`src/rtl/tape_tx.sv`:
```
// rtl/tape_tx.sv - cassette output transmitter: CPU I/O port -> byte FIFO -> pulse-width encoded tape_out
module tape_tx #(
  parameter logic [7:0] DATA_PORT     = 8'h2F,
  parameter logic [7:0] CTRL_PORT     = 8'h2E,
  parameter int         FIFO_DEPTH    = 4,
  parameter int         HALF0         = 855,
  parameter int         HALF1         = 1710,
  parameter int         HALF_LEAD     = 2168,
  parameter int         HALF_SYNC     = 667,
  parameter int         LEADER_PULSES = 3223,
  parameter int         CW            = 12
) (
  input  logic       clk,
  input  logic       reset,
  input  logic [7:0] io_addr,
  input  logic [7:0] io_din,
  input  logic       iorq_n,
  input  logic       wr_n,
  input  logic       rd_n,
  output logic [7:0] dout,
  output logic       dout_en,
  output logic       tape_out,
  output logic       busy
);

  localparam int AW = $clog2(FIFO_DEPTH);

  typedef enum logic [2:0] {IDLE, LEAD_HI, LEAD_LO, SYNC_HI, SYNC_LO, BIT_HI, BIT_LO} state_t;

  state_t          state;
  logic [CW-1:0]   timer;
  logic [CW-1:0]   half_m1;
  logic [CW-1:0]   pulse_cnt;
  logic [2:0]      bit_cnt;
  logic [7:0]      shreg;
  logic            leader_armed;
  logic            overrun;

  logic [7:0]      mem [FIFO_DEPTH];
  logic [AW-1:0]   wr_ptr, rd_ptr;
  logic [AW:0]     count;
  logic            fifo_full, fifo_empty;

  logic data_wr, ctrl_wr, data_wr_q, ctrl_wr_q;
  logic push_req, ctrl_req, flush, pop, push_ok, half_done;

  assign data_wr = ~iorq_n & ~wr_n & (io_addr == DATA_PORT);
  assign ctrl_wr = ~iorq_n & ~wr_n & (io_addr == CTRL_PORT);

  // Only the first cycle of a held strobe acts.
  always_ff @(posedge clk) begin
    if (reset) begin
      data_wr_q <= 1'b0;
      ctrl_wr_q <= 1'b0;
    end else begin
      data_wr_q <= data_wr;
      ctrl_wr_q <= ctrl_wr;
    end
  end

  assign push_req   = data_wr & ~data_wr_q;
  assign ctrl_req   = ctrl_wr & ~ctrl_wr_q;
  assign flush      = ctrl_req & io_din[1];
  assign fifo_full  = (count == (AW+1)'(FIFO_DEPTH));
  assign fifo_empty = (count == '0);

  always_comb begin
    half_m1 = '0;
    case (state)
      LEAD_HI, LEAD_LO: half_m1 = CW'(HALF_LEAD - 1);
      SYNC_HI, SYNC_LO: half_m1 = CW'(HALF_SYNC - 1);
      BIT_HI, BIT_LO:   half_m1 = shreg[7] ? CW'(HALF1 - 1) : CW'(HALF0 - 1);
      default:          half_m1 = '0;
    endcase
  end

  assign half_done = (state != IDLE) && (timer == half_m1);
  assign pop       = ~fifo_empty & ((state == IDLE) |
                     ((state == BIT_LO) & half_done & (bit_cnt == 3'd0)));
  // A pop in the same cycle frees the slot a push on a full FIFO needs.
  assign push_ok   = push_req & ~flush & (~fifo_full | pop);

  always_ff @(posedge clk) begin
    if (push_ok) mem[wr_ptr] <= io_din;
  end

  always_ff @(posedge clk) begin
    if (reset || flush) begin
      wr_ptr <= '0;
      rd_ptr <= '0;
      count  <= '0;
    end else begin
      if (push_ok) wr_ptr <= wr_ptr + AW'(1);
      if (pop)     rd_ptr <= rd_ptr + AW'(1);
      case ({push_ok, pop})
        2'b10:   count <= count + (AW+1)'(1);
        2'b01:   count <= count - (AW+1)'(1);
        default: count <= count;
      endcase
    end
  end

  always_ff @(posedge clk) begin
    if (reset) begin
      overrun <= 1'b0;
    end else if (ctrl_req && io_din[2]) begin
      overrun <= 1'b0;
    end else if (push_req && fifo_full && !pop) begin
      overrun <= 1'b1;
    end
  end

  always_ff @(posedge clk) begin
    if (reset) begin
      state        <= IDLE;
      tape_out     <= 1'b0;
      timer        <= '0;
      pulse_cnt    <= '0;
      bit_cnt      <= 3'd0;
      shreg        <= 8'h00;
      leader_armed <= 1'b0;
    end else if (flush) begin
      state        <= IDLE;
      tape_out     <= 1'b0;
      timer        <= '0;
      leader_armed <= 1'b0;
    end else begin
      if (ctrl_req && io_din[0]) leader_armed <= 1'b1;
      timer <= (state == IDLE || half_done) ? '0 : timer + CW'(1);
      case (state)
        IDLE: if (!fifo_empty) begin
          shreg    <= mem[rd_ptr];
          bit_cnt  <= 3'd7;
          tape_out <= 1'b1;
          if (leader_armed) begin
            state        <= LEAD_HI;
            leader_armed <= 1'b0;
            pulse_cnt    <= CW'(LEADER_PULSES - 1);
          end else begin
            state <= BIT_HI;
          end
        end
        LEAD_HI: if (half_done) begin
          state    <= LEAD_LO;
          tape_out <= 1'b0;
        end
        LEAD_LO: if (half_done) begin
          tape_out <= 1'b1;
          if (pulse_cnt == '0) begin
            state <= SYNC_HI;
          end else begin
            pulse_cnt <= pulse_cnt - CW'(1);
            state     <= LEAD_HI;
          end
        end
        SYNC_HI: if (half_done) begin
          state    <= SYNC_LO;
          tape_out <= 1'b0;
        end
        SYNC_LO: if (half_done) begin
          state    <= BIT_HI;
          tape_out <= 1'b1;
        end
        BIT_HI: if (half_done) begin
          state    <= BIT_LO;
          tape_out <= 1'b0;
        end
        BIT_LO: if (half_done) begin
          if (bit_cnt != 3'd0) begin
            shreg    <= {shreg[6:0], 1'b0};
            bit_cnt  <= bit_cnt - 3'd1;
            state    <= BIT_HI;
            tape_out <= 1'b1;
          end else if (!fifo_empty) begin
            // Back-to-back bytes: no gap and no leader.
            shreg    <= mem[rd_ptr];
            bit_cnt  <= 3'd7;
            state    <= BIT_HI;
            tape_out <= 1'b1;
          end else begin
            state    <= IDLE;
            tape_out <= 1'b0;
          end
        end
        default: begin
          state    <= IDLE;
          tape_out <= 1'b0;
        end
      endcase
    end
  end

  assign busy    = (state != IDLE) | ~fifo_empty;
  assign dout_en = ~iorq_n & ~rd_n & (io_addr == CTRL_PORT);
  assign dout    = dout_en ? {4'b0000, overrun, leader_armed, busy, fifo_full} : 8'hFF;

endmodule
```
`config.mk`:
```
export PLATFORM = sky130hd
export DESIGN_NAME = tape_tx
export DESIGN_NICKNAME = d
export VERILOG_FILES = /design/src/rtl/tape_tx.sv
export SDC_FILE = /design/constraint.sdc
export NUM_CORES = 1
export LEC_CHECK = 0
export CAP_MARGIN = 40
export CORE_ASPECT_RATIO = 0.75
export CORE_MARGIN = 2
export CORE_UTILIZATION = 63
export DETAILED_ROUTE_END_ITERATION = 8
export PLACE_DENSITY = 0.9
export SYNTH_ARGS = -nofsm -noshare
export SYNTH_HDL_FRONTEND = slang
export SYNTH_SLANG_ARGS = --single-unit
```
`constraint.sdc`:
```
create_clock -name clk -period 6.3 [get_ports clk]
set_clock_uncertainty 0.2 [all_clocks]
set_input_delay 0.945 -clock clk [delete_from_list [all_inputs] [get_ports clk]]
set_output_delay 0.945 -clock clk [all_outputs]
set_load 0.02 [all_outputs]
```
==> metrics.md, run 1 <==
| Metric | Value |
|---|---|
| Seq/Total Area, Yosys | `47.03%` |
| Leak | `1.679 nW` |
| Worst Setup EP | `dout[1]` |
| Cts hold-fix bufs | `0` |
| FF-to-FF path depth | `11` |
| Top-count cell post-synth | `nor2_1` |
| Register Area | `2002 um^2` |
| Yosys cell types | `65` |
| P_sw | `799.3 uW` |
| Post-DP HPWL | `6.563 mm` |
| Routed WL per cell | `18.31 um` |
| Most used cell, CP | `clkdlybuf4s50_1` |
| RR Startpoint | `state[2]` |
| CTS sink cnt | `84` |
| Footprint of the multi-input gates | `2063 um^2` |
| CTS tree | `built` |
| Share of post-route cells with drive strength above 1 | `9.213%` |
| Fin cells | `526` |
| Slowest CP cell | `or4b_4` |
| CTS Root Cell | `clkbuf_8` |
| Pin count of the biggest net entering global routing | `27` |
| Final Util | `74.67%` |
| Post-DRT Antenna Nets | `0` |
| Final WL | `9.631 mm` |
| RD Place Congestion | `0.8416` |
| # nets final | `470` |
| Vias in the first global route | `3297` |
| Delay-heaviest family, CP | `buffers and inverters` |
| H-tree Lvls | `3` |
| Crit path from | `io_addr[4]` |
| Max cap viols | `0` |
| Syn nets | `450` |
| Max_slew headroom | `39.88%` |
| Clock slew seen by the registers of the worst setup and hold paths | `90 ps` |
| Area post-placement | `4559 um^2` |
| FF+latch count, synth | `84` |
| Synthesis Warnings | `0` |
| Drt first pass iters | `5` |
| Remaining DRCs | `0` |
| CP max FO | `5` |
| Crit path cell chain | `clkdlybuf4s50_1 -> or4b_4 -> nor4_1 -> clkdlybuf4s18_2 -> nand3_1 -> clkdlybuf4s50_1` |
| Crit path capture type | `output pin` |
| Final non-filler cell area | `4788 um^2` |
| All-Layer GR Usage | `28.14%` |
| Synthesis-to-finish area growth | `12.49%` |
| Reg2reg setup slack | `2270 ps` |
| Final setup vio count | `0` |
| Max incr delay on CP | `560 ps` |
| Critical Path AT | `3300 ps` |
| Chip Width | `98.92 um` |
| Pwr Total | `2.004 mW` |
| Core Area | `6412 um^2` |
| Post-Synthesis Cells | `420` |
| Power density cells | `418.6 nW/um^2` |
| Setup TNS | `0 ps` |
| FILL cells | `413` |
| Dpl ws | `1901 ps` |
| Die H | `75.19 um` |
| Worst setup margin | `1856 ps` |
| Flop pwr share | `38.7%` |
| Initial antenna violation count | `0` |
| Worst Hold Class | `flip-flop to flip-flop` |
| Switching share of total power | `39.88%` |
| Hold Vio Cnt, Final | `0` |
| Setup crit start kind | `input pin` |
| Slew @ Worst Pin | `896.4 ps` |
| Top_reg_cell synth | `dfxtp_1` |
| Period utilization | `70.55%` |
| Fraction of registers with async set or reset after synthesis | `0%` |
| Post-CTS Resized | `0` |
| Antenna cell count | `0` |
| RSZ-0062 raised after global routing | `false` |
| Post-layout min period | `4444 ps` |
| DRT iter0 DRCs | `366` |
| Syn avg cell area | `10.13 um^2` |
| Via density | `6.344` |
| Comb pwr share | `39.1%` |
| Setup Buffers After CTS | `0` |
| Outcome | `finished clean` |
| Most frequent cells after synthesis | `nor2_1, dfxtp_1, edfxtp_1, nand2_1` |
| Crit path buf inv count | `3` |
| Vias | `3337` |
| Max Clk Rate | `225.0 MHz` |
| Hold slack | `279.2 ps` |
| Worst path required time | `5150 ps` |
| First-pass GRT wire length | `16.06 mm` |
| Clock power share | `22.2%` |
| Final Max Tran Viols | `0` |
| Number of flops mapped to enable cells by yosys | `32` |
| Synth area leader | `dfxtp_1` |
| Internal power | `1.205 mW` |
| GRT overflow | `0` |
| Synth area leaders | `dfxtp_1, edfxtp_1, nor2_1, mux4_2, xor2_1` |
| Mapped Area | `4257 um^2` |
| WP depth | `6` |
| Maximum VDD drop | `0.2192 mV` |
| Synth top area share | `24.46%` |
| # rows | `25` |
| CTS Buf Count | `9` |
| Placed Instances | `510` |
| Clock Latency Late Sink | `370 ps` |
| Clock buffer depth | `2` |
| CP Class | `input pin to output pin` |
| Die ar. | `7437 um^2` |
| Initial core utilization | `66.38%` |
| IO buf count | `31` |
| Reg2reg end | `count[2]` |
| Io pins | `32` |
[cell type report]
| type | instances | area share (%) |
|---|---|---|
| Sequential cell | 84 | 41.81 |
| Clock buffer | 9 | 2.587 |
| Inverter | 18 | 1.411 |
| Tap cell | 81 | 2.117 |
| Clock inverter | 7 | 2.195 |
| Multi-Input combinational cell | 294 | 43.09 |
| Timing Repair Buffer | 33 | 6.794 |
[per-layer routing]
layer,global-route usage (%),vias to the layer above,wire (um)
li1,-,1552,-
met2,44.37,159,4377
met1,37.68,1598,4231
met4,10.50,0,240
met3,8.171,28,782
met5,0,-,0
[tightest hold or removal path, cell delays in order (launching register included)]
cell and delay (ps):
dfxtp_1 320, nand2_1 50, a21oi_1 60
[kinds of logic (layout without fill, tap and decap cells)]
group,count (synthesis),after routing,synth area share [%]
adder cells (fa/ha/maj),9,9,2.822
flip-flops,84,84,47.03
multiplexers,16,16,6.232
AND/OR/NAND/NOR,180,180,22.49
buffers and inverters,42,67,4.497
AO/OA/AOI/OAI,61,61,10.99
XOR/XNOR,28,28,5.938
[placed cells by master (no fill, tap or decap), types with 2 or more instances in the layout]
cell type	netlist	layout
nor2_1	59	59
dfxtp_1	52	52
nand2_1	32	32
edfxtp_1	32	32
clkdlybuf4s50_1	0	31
inv_1	18	18
xor2_1	18	18
nand3_1	15	15
a21oi_1	13	13
nand2b_1	9	9
xnor2_1	9	9
clkbuf_8	0	9
a31oi_1	8	8
mux4_2	8	8
ha_1	8	8
nand4b_1	7	7
and2_1	7	7
mux2i_1	7	7
nor4_1	5	5
or3_1	5	5
o21ai_0	5	5
or4_1	5	5
a211oi_1	5	5
and3_1	5	5
nor3b_1	4	4
nor2b_1	4	4
nand3b_1	4	4
nor3_1	3	3
or2_2	3	3
nor4bb_1	3	3
nand4_1	3	3
a221oi_1	3	3
inv_6	0	3
o2111a_1	2	2
o2111ai_1	2	2
o22ai_1	2	2
a2bb2oi_1	2	2
a21o_1	2	2
a311oi_1	2	2
bufinv_16	0	2
[how the worst min path moves through the flow]
stage,end,depth (start not counted),startpoint
final,shreg[0],2,shreg[0]
after global routing,shreg[6],2,shreg[6]
after global placement,shreg[0],2,shreg[0]
after floorplan,shreg[0],2,shreg[0]
after CTS,shreg[0],2,shreg[0]
after detailed placement,shreg[0],2,shreg[0]
[power by group through the flow]
stage / logic (mW) / registers [mW] / clock network, mW
2_1_floorplan: 0.661 / 0.709 / 0
3_3_place_gp: 0.725 / 0.772 / 0
3_5_place_dp: 0.760 / 0.779 / 0
4_1_cts: 0.772 / 0.771 / 0.448
5_1_grt: 0.863 / 0.792 / 0.470
6_report: 0.783 / 0.777 / 0.444
[flip-flops by register name, indices dropped and copies added, names as in the netlist, 2 cells and up, named ones only]
signal	cells
pulse_cnt	12
state	3
count	3
timer	12
shreg	8
bit_cnt	3
mem	32
wr_ptr	2
rd_ptr	2
Power figures use the tool's default switching activity.
==> run 2, diff against run 1 <==
CORE_UTILIZATION = 53   (was 63)
PLACE_DENSITY = 0.81   (was 0.9)
clock period = 3.81 ns   (was 6.3 ns; I/O delays follow)
==> run 2 against run 1 <==
Final cell count rose by 6.3%. Via count fell by 3.8%. Sequential share of layout area fell by 1.0 points. Clock-buffer cell count rose by 1. Utilization fell by 12 points. Die area rose by 18%. Register-to-register slack got worse by 1900 ps. Worst setup slack got worse by 1500 ps. Largest cell class unchanged. Largest power group unchanged.
==> metrics.md, run 2 (synthesized netlist as in run 1, its figures left out) <==
| Metric | Value |
|---|---|
| Chip Width | `107.5 um` |
| Via density | `5.741` |
| First-pass GRT wire length | `14.93 mm` |
| Setup TNS | `0 ps` |
| Share of post-route cells with drive strength above 1 | `11.01%` |
| RSZ-0062 raised after global routing | `false` |
| Post-layout min period | `3448 ps` |
| Core Area | `7848 um^2` |
| IO buf count | `31` |
| RD Place Congestion | `0.7654` |
| Register Area | `2002 um^2` |
| Cts hold-fix bufs | `0` |
| Drt first pass iters | `7` |
| Final WL | `8.969 mm` |
| Most used cell, CP | `inv_1` |
| Area post-placement | `4657 um^2` |
| Clock buffer depth | `2` |
| Post-DRT Antenna Nets | `0` |
| FF-to-FF path depth | `11` |
| Antenna cell count | `0` |
| Io pins | `32` |
| GRT overflow | `0` |
| Max cap viols | `0` |
| Outcome | `finished clean` |
| Pin count of the biggest net entering global routing | `24` |
| Critical Path AT | `3550 ps` |
| CTS Root Cell | `clkbuf_8` |
| RR Startpoint | `state[2]` |
| Reg2reg end | `count[2]` |
| Crit path buf inv count | `2` |
| Crit path capture type | `flip-flop` |
| Die H | `81.61 um` |
| CP max FO | `21` |
| All-Layer GR Usage | `22.21%` |
| Initial core utilization | `54.24%` |
| Worst Hold Class | `flip-flop to flip-flop` |
| Final Max Tran Viols | `0` |
| Min-delay src | `shreg[0]` |
| Maximum VDD drop | `0.2892 mV` |
| Initial antenna violation count | `0` |
| Delay-heaviest family, CP | `simple AND/OR/NAND/NOR gates` |
| Max_slew headroom | `36.49%` |
| Most frequent cells in the layout | `nor2_1, dfxtp_1, nand2_1, edfxtp_1, clkdlybuf4s50_1` |
| Clock Latency Late Sink | `370 ps` |
| Vias in the first global route | `2960` |
| Biggest register | `mem` |
| Max Clk Rate | `290.0 MHz` |
| Hold Vio Cnt, Final | `0` |
| Vias | `3209` |
| Post-DP HPWL | `6.384 mm` |
| Setup Buffers After CTS | `0` |
| Max FFs per register | `32` |
| Worst path required time | `3910 ps` |
| Setup crit start kind | `flip-flop` |
| CTS sink cnt | `84` |
| Leak | `1.736 nW` |
| FILL cells | `631` |
| Synthesis-to-finish area growth | `15.26%` |
| Final setup vio count | `0` |
| Footprint of the multi-input gates | `2072 um^2` |
| # rows | `28` |
| CP Class | `flip-flop to flip-flop` |
| Reg2reg setup slack | `360 ps` |
| CTS tree | `built` |
| Most common cell after layout, fill and taps aside | `nor2_1` |
| DRT iter0 DRCs | `293` |
| Final non-filler cell area | `4906 um^2` |
| # nets final | `479` |
| Crit path cell chain | `inv_1 -> or4_1 -> o2111a_1 -> nand3_1 -> a2bb2oi_1 -> nand2b_1 -> fa_1 -> inv_1 -> or3_1 -> a21o_1 -> a21oi_1` |
| Slowest CP cell | `dfxtp_1` |
| Worst hold endpoint | `shreg[0]` |
| Final Util | `62.52%` |
| Routed WL per cell | `16.04 um` |
| Max incr delay on CP | `780 ps` |
| WHS Path Cells | `2` |
| Biggest regs | `mem (32), pulse_cnt (12), timer (12)` |
| Die ar. | `8771 um^2` |
| Slew @ Worst Pin | `928.7 ps` |
| Clock slew seen by the registers of the worst setup and hold paths | `90 ps` |
| H-tree Lvls | `3` |
| Power density cells | `684.5 nW/um^2` |
| CTS Buf Count | `9` |
| Remaining DRCs | `0` |
| Period utilization | `90.50%` |
[run 2: cell type report]
type / count / share of cell area, %
flip-flops and latches: 84 / 40.81
repair buffers: 42 / 8.008
clock inverters: 6 / 2.091
multi-input cells: 294 / 42.23
clock buffers: 10 / 2.805
inverters: 18 / 1.377
well taps: 105 / 2.678
[run 2: worst reg2reg max path, cell delays in order, from the launching register on]
cell and delay (ps):
dfxtp_1 780, inv_1 250, or4_1 590, o2111a_1 190, nand3_1 100, a2bb2oi_1 210
nand2b_1 170, fa_1 180, inv_1 50, or3_1 390, a21o_1 170, a21oi_1 110
[run 2: what timing repair did]
action                                  in CTS  in global routing
resized for setup                            0                  1
endpoints found under the hold margin        0                  0
endpoints found under the setup margin       0                  4
[run 2: through the flow]
stage | setup WS [ps] | hold WS, ps | instances | total power [mW]
final | 361.9 | 282.5 | 559 | 3.358
after detailed placement | 2.617 | 267.1 | 543 | 2.580
after CTS | 328.1 | 283.3 | 559 | 3.345
after floorplan | 222.5 | 236.7 | 420 | 2.266
after global placement | 128.5 | 247.3 | 543 | 2.530
after global routing | 120.6 | 303.9 | 559 | 3.589
[run 2: where the power goes]
group / switching, mW / total (mW) / internal [mW]
registers: 0.169 / 1.24 / 1.07
logic: 0.774 / 1.36 / 0.583
clock network: 0.362 / 0.765 / 0.403
[run 2: layer usage]
layer,vias up,routed length (um),global-route usage [%]
li1,1571,-,-
met1,1531,4250,30.87
met2,97,4096,34.65
met3,10,516,5.476
met4,0,106,6.667
met5,-,0,0
[run 2: worst max-delay path by stage]
| stage | endpoint | cells past startpoint | start |
|---|---|---|---|
| finish | count[2] | 11 | state[2] |
| global route | pulse_cnt[11] | 8 | state[1] |
| CTS | pulse_cnt[11] | 8 | state[1] |
| detailed placement | pulse_cnt[11] | 9 | iorq_n |
| global placement | pulse_cnt[11] | 9 | iorq_n |
| floorplan | dout[5] | 4 | io_addr[4] |
==> run 3, diff against run 2 <==
TNS_END_PERCENT = 30   (was unset)
==> results of run 3 <==
The final DEF is identical to that of run 2; final timing and power are the same.
